### config.mk
export PLATFORM = sky130hd
export DESIGN_NAME = voting_ballot_collector_flat
export DESIGN_NICKNAME = d
export VERILOG_FILES = /design/src/rtl/voting_pkg.sv /design/src/rtl/voting_ballot_collector_if.sv /design/src/rtl/voting_ballot_collector.sv /design/src/flat_wrapper.sv
export SDC_FILE = /design/constraint.sdc
export NUM_CORES = 1
export LEC_CHECK = 0
export CAP_MARGIN = 20
export CORE_ASPECT_RATIO = 0.75
export CORE_MARGIN = 2
export CORE_UTILIZATION = 47
export CTS_CLUSTER_SIZE = 25
export DETAILED_ROUTE_END_ITERATION = 7
export PLACE_DENSITY = 0.79
export SYNTH_ARGS = -nofsm -noshare
export SYNTH_HDL_FRONTEND = slang
export SYNTH_SLANG_ARGS = --single-unit
### constraint.sdc
create_clock -name clk -period 2.3 [get_ports clk]
set_input_delay 0.345 -clock clk [delete_from_list [all_inputs] [get_ports clk]]
set_output_delay 0.345 -clock clk [all_outputs]
set_load 0.02 [all_outputs]
### src/rtl/voting_pkg.sv
// Shared definitions for the ballot collector: default sizing and the FSM state type.
package voting_pkg;

  localparam int NUM_VOTERS_DEF = 16;
  localparam int ID_W_DEF       = 4;

  typedef enum logic {
    COLLECT = 1'b0,
    PRESENT = 1'b1
  } state_e;

endpackage

### src/rtl/voting_ballot_collector_if.sv
// Vote-in / ballot-out bundle of the ballot collector; the collector takes the slave modport.
// Optional tally/majority signals exist only when VOTING_BALLOT_TALLY_EN is defined.
interface voting_ballot_collector_if
  import voting_pkg::*;
#(
  parameter int NUM_VOTERS = NUM_VOTERS_DEF,
  parameter int ID_W       = ID_W_DEF
);

  logic                  vote_valid;
  logic                  vote_ready;
  logic [ID_W-1:0]       vote_id;
  logic                  vote_value;
  logic                  close;
  logic                  ballot_valid;
  logic                  ballot_ready;
  logic [NUM_VOTERS-1:0] ballot;
  logic [NUM_VOTERS-1:0] ballot_mask;
  logic                  dup_err;
`ifdef VOTING_BALLOT_TALLY_EN
  logic [ID_W:0]         tally;
  logic                  majority;
`endif

  modport master (
    output vote_valid, vote_id, vote_value, close, ballot_ready,
`ifdef VOTING_BALLOT_TALLY_EN
    input  tally, majority,
`endif
    input  vote_ready, ballot_valid, ballot, ballot_mask, dup_err
  );

  modport slave (
    input  vote_valid, vote_id, vote_value, close, ballot_ready,
`ifdef VOTING_BALLOT_TALLY_EN
    output tally, majority,
`endif
    output vote_ready, ballot_valid, ballot, ballot_mask, dup_err
  );

endinterface

### src/rtl/voting_ballot_collector.sv
// Collects one vote per voter slot, then presents the ballot to the voting circuit.
// Define VOTING_BALLOT_TALLY_EN to add an incrementally maintained tally and majority flag.
module voting_ballot_collector
  import voting_pkg::*;
#(
  parameter int NUM_VOTERS = NUM_VOTERS_DEF,
  parameter int ID_W       = ID_W_DEF
) (
  input  logic                     clk,
  input  logic                     rst,
  voting_ballot_collector_if.slave bus
);

  state_e                state_q, state_d;
  logic [NUM_VOTERS-1:0] ballot_q, ballot_d;
  logic [NUM_VOTERS-1:0] mask_q, mask_d;
  logic                  dup_q, dup_d;
  logic [NUM_VOTERS-1:0] slot_s;
  logic                  accept_s;
  logic                  is_dup_s;

  // Next-state, ballot update and duplicate detection.
  always_comb begin
    state_d  = state_q;
    ballot_d = ballot_q;
    mask_d   = mask_q;
    dup_d    = 1'b0;
    accept_s = bus.vote_valid & (state_q == COLLECT);
    slot_s   = {{(NUM_VOTERS-1){1'b0}}, 1'b1} << bus.vote_id;
    is_dup_s = |(mask_q & slot_s);
    case (state_q)
      COLLECT: begin
        if (accept_s && is_dup_s) begin
          dup_d = 1'b1;
        end else if (accept_s) begin
          mask_d   = mask_q | slot_s;
          ballot_d = bus.vote_value ? (ballot_q | slot_s) : ballot_q;
        end else begin
          dup_d = 1'b0;
        end
        // A vote arriving with close is folded in before presenting.
        if (bus.close || (&mask_d)) begin
          state_d = PRESENT;
        end else begin
          state_d = COLLECT;
        end
      end
      PRESENT: begin
        if (bus.ballot_ready) begin
          state_d  = COLLECT;
          ballot_d = '0;
          mask_d   = '0;
        end else begin
          state_d = PRESENT;
        end
      end
      default: begin
        state_d  = COLLECT;
        ballot_d = '0;
        mask_d   = '0;
      end
    endcase
  end

  // State and ballot registers.
  always_ff @(posedge clk) begin
    if (rst) begin
      state_q  <= COLLECT;
      ballot_q <= '0;
      mask_q   <= '0;
      dup_q    <= 1'b0;
    end else begin
      state_q  <= state_d;
      ballot_q <= ballot_d;
      mask_q   <= mask_d;
      dup_q    <= dup_d;
    end
  end

  // Ready is gated by rst so no vote is offered while reset is held.
  assign bus.vote_ready   = ~rst & (state_q == COLLECT);
  assign bus.ballot_valid = (state_q == PRESENT);
  assign bus.ballot       = ballot_q;
  assign bus.ballot_mask  = mask_q;
  assign bus.dup_err      = dup_q;

`ifdef VOTING_BALLOT_TALLY_EN
  localparam int            MAJ_TH_INT = NUM_VOTERS / 2 + 1;
  localparam logic [ID_W:0] MAJ_TH     = MAJ_TH_INT[ID_W:0];

  logic [ID_W:0] tally_q, tally_d;
  logic          maj_q, maj_d;

  // Tally counts fresh yes votes only, so it always equals popcount(ballot).
  always_comb begin
    tally_d = tally_q;
    if ((state_q == PRESENT) && bus.ballot_ready) begin
      tally_d = '0;
    end else if (accept_s && !is_dup_s && bus.vote_value) begin
      tally_d = tally_q + {{ID_W{1'b0}}, 1'b1};
    end else begin
      tally_d = tally_q;
    end
    maj_d = (tally_d >= MAJ_TH);
  end

  // Tally and majority registers.
  always_ff @(posedge clk) begin
    if (rst) begin
      tally_q <= '0;
      maj_q   <= 1'b0;
    end else begin
      tally_q <= tally_d;
      maj_q   <= maj_d;
    end
  end

  assign bus.tally    = tally_q;
  assign bus.majority = maj_q;
`endif

endmodule

### src/flat_wrapper.sv
// flat-port wrapper written by rule: the top's interface ports become plain ports
module voting_ballot_collector_flat import voting_pkg::*;
#(
  parameter int NUM_VOTERS = NUM_VOTERS_DEF,
  parameter int ID_W       = ID_W_DEF
)
  (clk, rst, bus_vote_valid, bus_vote_id, bus_vote_value, bus_close, bus_ballot_ready, bus_vote_ready, bus_ballot_valid, bus_ballot, bus_ballot_mask, bus_dup_err);
  voting_ballot_collector_if #(.NUM_VOTERS(NUM_VOTERS), .ID_W(ID_W)) bus_i ();
  input  logic clk;
  input  logic rst;
  input wire logic [$bits(bus_i.vote_valid)-1:0] bus_vote_valid;
  input wire logic [$bits(bus_i.vote_id)-1:0] bus_vote_id;
  input wire logic [$bits(bus_i.vote_value)-1:0] bus_vote_value;
  input wire logic [$bits(bus_i.close)-1:0] bus_close;
  input wire logic [$bits(bus_i.ballot_ready)-1:0] bus_ballot_ready;
  output wire logic [$bits(bus_i.vote_ready)-1:0] bus_vote_ready;
  output wire logic [$bits(bus_i.ballot_valid)-1:0] bus_ballot_valid;
  output wire logic [$bits(bus_i.ballot)-1:0] bus_ballot;
  output wire logic [$bits(bus_i.ballot_mask)-1:0] bus_ballot_mask;
  output wire logic [$bits(bus_i.dup_err)-1:0] bus_dup_err;
  assign bus_i.vote_valid = bus_vote_valid;
  assign bus_i.vote_id = bus_vote_id;
  assign bus_i.vote_value = bus_vote_value;
  assign bus_i.close = bus_close;
  assign bus_i.ballot_ready = bus_ballot_ready;
  assign bus_vote_ready = bus_i.vote_ready;
  assign bus_ballot_valid = bus_i.ballot_valid;
  assign bus_ballot = bus_i.ballot;
  assign bus_ballot_mask = bus_i.ballot_mask;
  assign bus_dup_err = bus_i.dup_err;
  voting_ballot_collector #(.NUM_VOTERS(NUM_VOTERS), .ID_W(ID_W)) u_core (.clk(clk), .rst(rst), .bus(bus_i));
endmodule
==> impl_results.md <==
- Status: finished, final reports clean
- CTS Buf Count: 5
- Final Hold Fails: 0
- Fillers: about 220
- Overflow after GRT: 0
- Clock-pin transition on the worst setup and hold timing paths: 70 ps
- FFs w/ async S/R, synth: 0%
- Pre-CTS setup slack: -563 ps
- Layout Utilization: between 70 and 80%
- Pwr/cell area: about 500 nW/um2
- H-tree levels: 2
- CP Data Arrival Time: approximately 2500 ps
- Yosys warning count: 0
- DIE HEIGHT: about 54 um
- Main synth FF type: dfxtp_1
- Clk sinks: 34
- Max Cap Violations: 0
- Most frequent cells in the layout: 44 x buf_4, 40 x clkdlybuf4s50_1, 34 x dfxtp_1
- Vias post-DR: 1758
- First-pass GRT wire length: 8100 um
- Avg Inst Size Synth: 8.62 um2
- Max Fclk: roughly 440 MHz
- Core Area: approximately 3300 um2
- GRT Overall Usage: 27.8%
- Peak VDD IR: between 0.3 and 0.4 mV
- RSZ-0062 raised after global routing: false
- Synth Cell Area: about 1600 um2
- Layout Skew: 5.17 ps
- Critical path capture point type: flop
- Max clock buf depth: 2
- DPL Wire Length: around 3700 um
- EDFF count, synth: 0
- Minimum clock period: approximately 2300 ps
- Cell chain of the critical path: dlygate4sd2_1 > nor4b_1 > buf_4 > a22o_4 > nor3b_4 > a32oi_1 > or4_1 > o31ai_1
- Slew @ Worst Pin: ~460 ps
- Slew headroom: 69.1%
- Syn Inst Count: ~190
- Count of different cell masters after synthesis: 43
- Diode count: 0
- Area leader, netlist: dfxtp_1
- #FFs+latches synth: 34
- Nets: around 280
- Row cnt: 18
- Syn nets: between 150 and 200
- Initial antenna violation count: 0
- CP required: ~2500 ps
- Clock Latency Late Sink: approximately 290 ps
- CTS tree: built
- Die ar.: about 3900 um2
- DRT antenna net count: 0
- Via density: between 5 and 6
- DR pass1 iterations: 4
- Synth area leaders: dfxtp_1 43%, nand2_1 6.1%, nor2_1 4.2%
- Avg WL per Cell: 16.3 um
- Area grow syn2layout: 52.5%
- Final WS setup: between 30 and 40 ps
- Slew Viols, Final: 0
- Total Wirelength: 4970 um
- Routability congestion estimate: ~1.0
- Critical path class: in2reg
- I/O Buffers: 44
- Setup violators final: 0
- Share of the synthesized area in the top cell type: approximately 43%
- Initial core utilization: 48.9%
- Min-Delay Path Class: reg2reg
- Final critical-path share of the clock period: between 90% and 100%
- Largest net degree at the start of global routing: 36
- Worst Path Max Fanout: 6
- Lkg Pwr: approximately 0.94 nW
- Hold bufs inserted after CTS: 0
- Drt initial violations: around 140
- Slowest CP cell: or4_1
- Worst Setup Start Kind: input pin
- Vias in the first global route: approximately 1600
- DRC viols: 0
- Commonest non-fill, non-tap cell in the layout: buf_4
- Share of cells above drive strength 1: between 20% and 30%
- IO Pins: between 40 and 50
- Critical Path Max Stage Delay: 540 ps
- Register area share after synthesis: between 40% and 50%
- CTS Root Cell: clkbuf_8
- Die W: 71.3 um
-- sequential cells by signal (all words and copies together) (netlist names) --
signal / cells
u_core.bus.ballot_mask: 16
u_core.bus.dup_err: 1
u_core.bus.ballot_valid: 1
u_core.bus.ballot: 16
-- metal layers --
layer	up-vias	track usage (%)	share of wire, %
li1	835	-	-
met1	822	36.9	47
met2	95	43.8	43
met3	6	8.29	9.6
met4	0	9.43	0.44
met5	-	0	0
-- power breakdown --
part,internal (mW),total [mW],leakage [nW],switching (mW)
registers,0.598,0.610,0.275,0.0118
clock network,0.203,0.417,0.0438,0.214
logic,0.0917,0.200,0.624,0.108
total,0.893,1.23,0.942,0.333
-- critical path: cells and delay by family --
family                 cells  cell delay (ps)
AND/OR/NAND/NOR            3              990
AO/OA/AOI/OAI              3              670
buffers and inverters      2              450
-- what timing repair did --
item / 4_1_cts / 5_1_grt
gates resized for setup: 5 / 8
pin swaps: 1 / 2
setup endpoints to repair: 17 / 6
setup buffers: 0 / 0
-- cell families after synthesis --
logic type             after synthesis  share of synthesized area [%]
AND/OR/NAND/NOR                     84                           27.9
AO/OA/AOI/OAI                       47                           20.9
multiplexers                         5                           3.53
flip-flops                          34                           42.7
buffers and inverters               15                           4.94
-- area by class of cell --
| type | instances | area, um2 | area share [%] |
|---|---|---|---|
| repair buffers | 88 | 758 | 31.2 |
| flip-flops and latches | 34 | 681 | 28.0 |
| multi-input cells | 136 | 865 | 35.5 |
| clock buffers | 5 | 68.8 | 2.83 |
| well taps | 40 | 50.0 | 2.06 |
| clock inverters | 2 | 10.0 | 0.412 |
-- Yosys cell counts, drive strengths merged, types with 2 or more instances --
cell type / count
a31oi: 9
a22o: 2
mux2i: 3
and2: 3
nand2: 26
a21oi: 7
mux2: 2
clkbuf: 9
a32oi: 2
a21o: 2
or4: 2
and3: 2
a41oi: 2
nor3b: 5
nor2b: 3
o21ai: 11
nor2: 18
dfxtp: 34
and3b: 3
nand3: 11
o31ai: 7
nand4: 3
buf: 6
-- final timing paths --
path                                            from                                  to  slack, ps  cells after the start
hold / removal     u_core.bus.ballot[3]$_SDFFE_PP0P_   u_core.bus.ballot[3]$_SDFFE_PP0P_        440                      2
setup reg to reg  u_core.bus.ballot_valid$_SDFF_PP0_  u_core.bus.ballot_valid$_SDFF_PP0_         90                      5
hold reg to reg    u_core.bus.ballot[3]$_SDFFE_PP0P_   u_core.bus.ballot[3]$_SDFFE_PP0P_        440                      2
setup / recovery                      bus_vote_id[1]  u_core.bus.ballot_valid$_SDFF_PP0_         40                      8
-- stage by stage --
step	hold slack, ps	cells	power [mW]	setup TNS (ps)	instance area [um2]
2_1_floorplan	421	185	0.717	0	1600
5_1_grt	468	305	1.28	0	2430
6_report	444	305	1.23	0	2430
4_1_cts	449	305	1.23	0	2430
3_5_place_dp	439	298	0.816	-8980	2340
3_3_place_gp	438	298	0.811	-7420	2340
(Power assumes the default switching activity.)
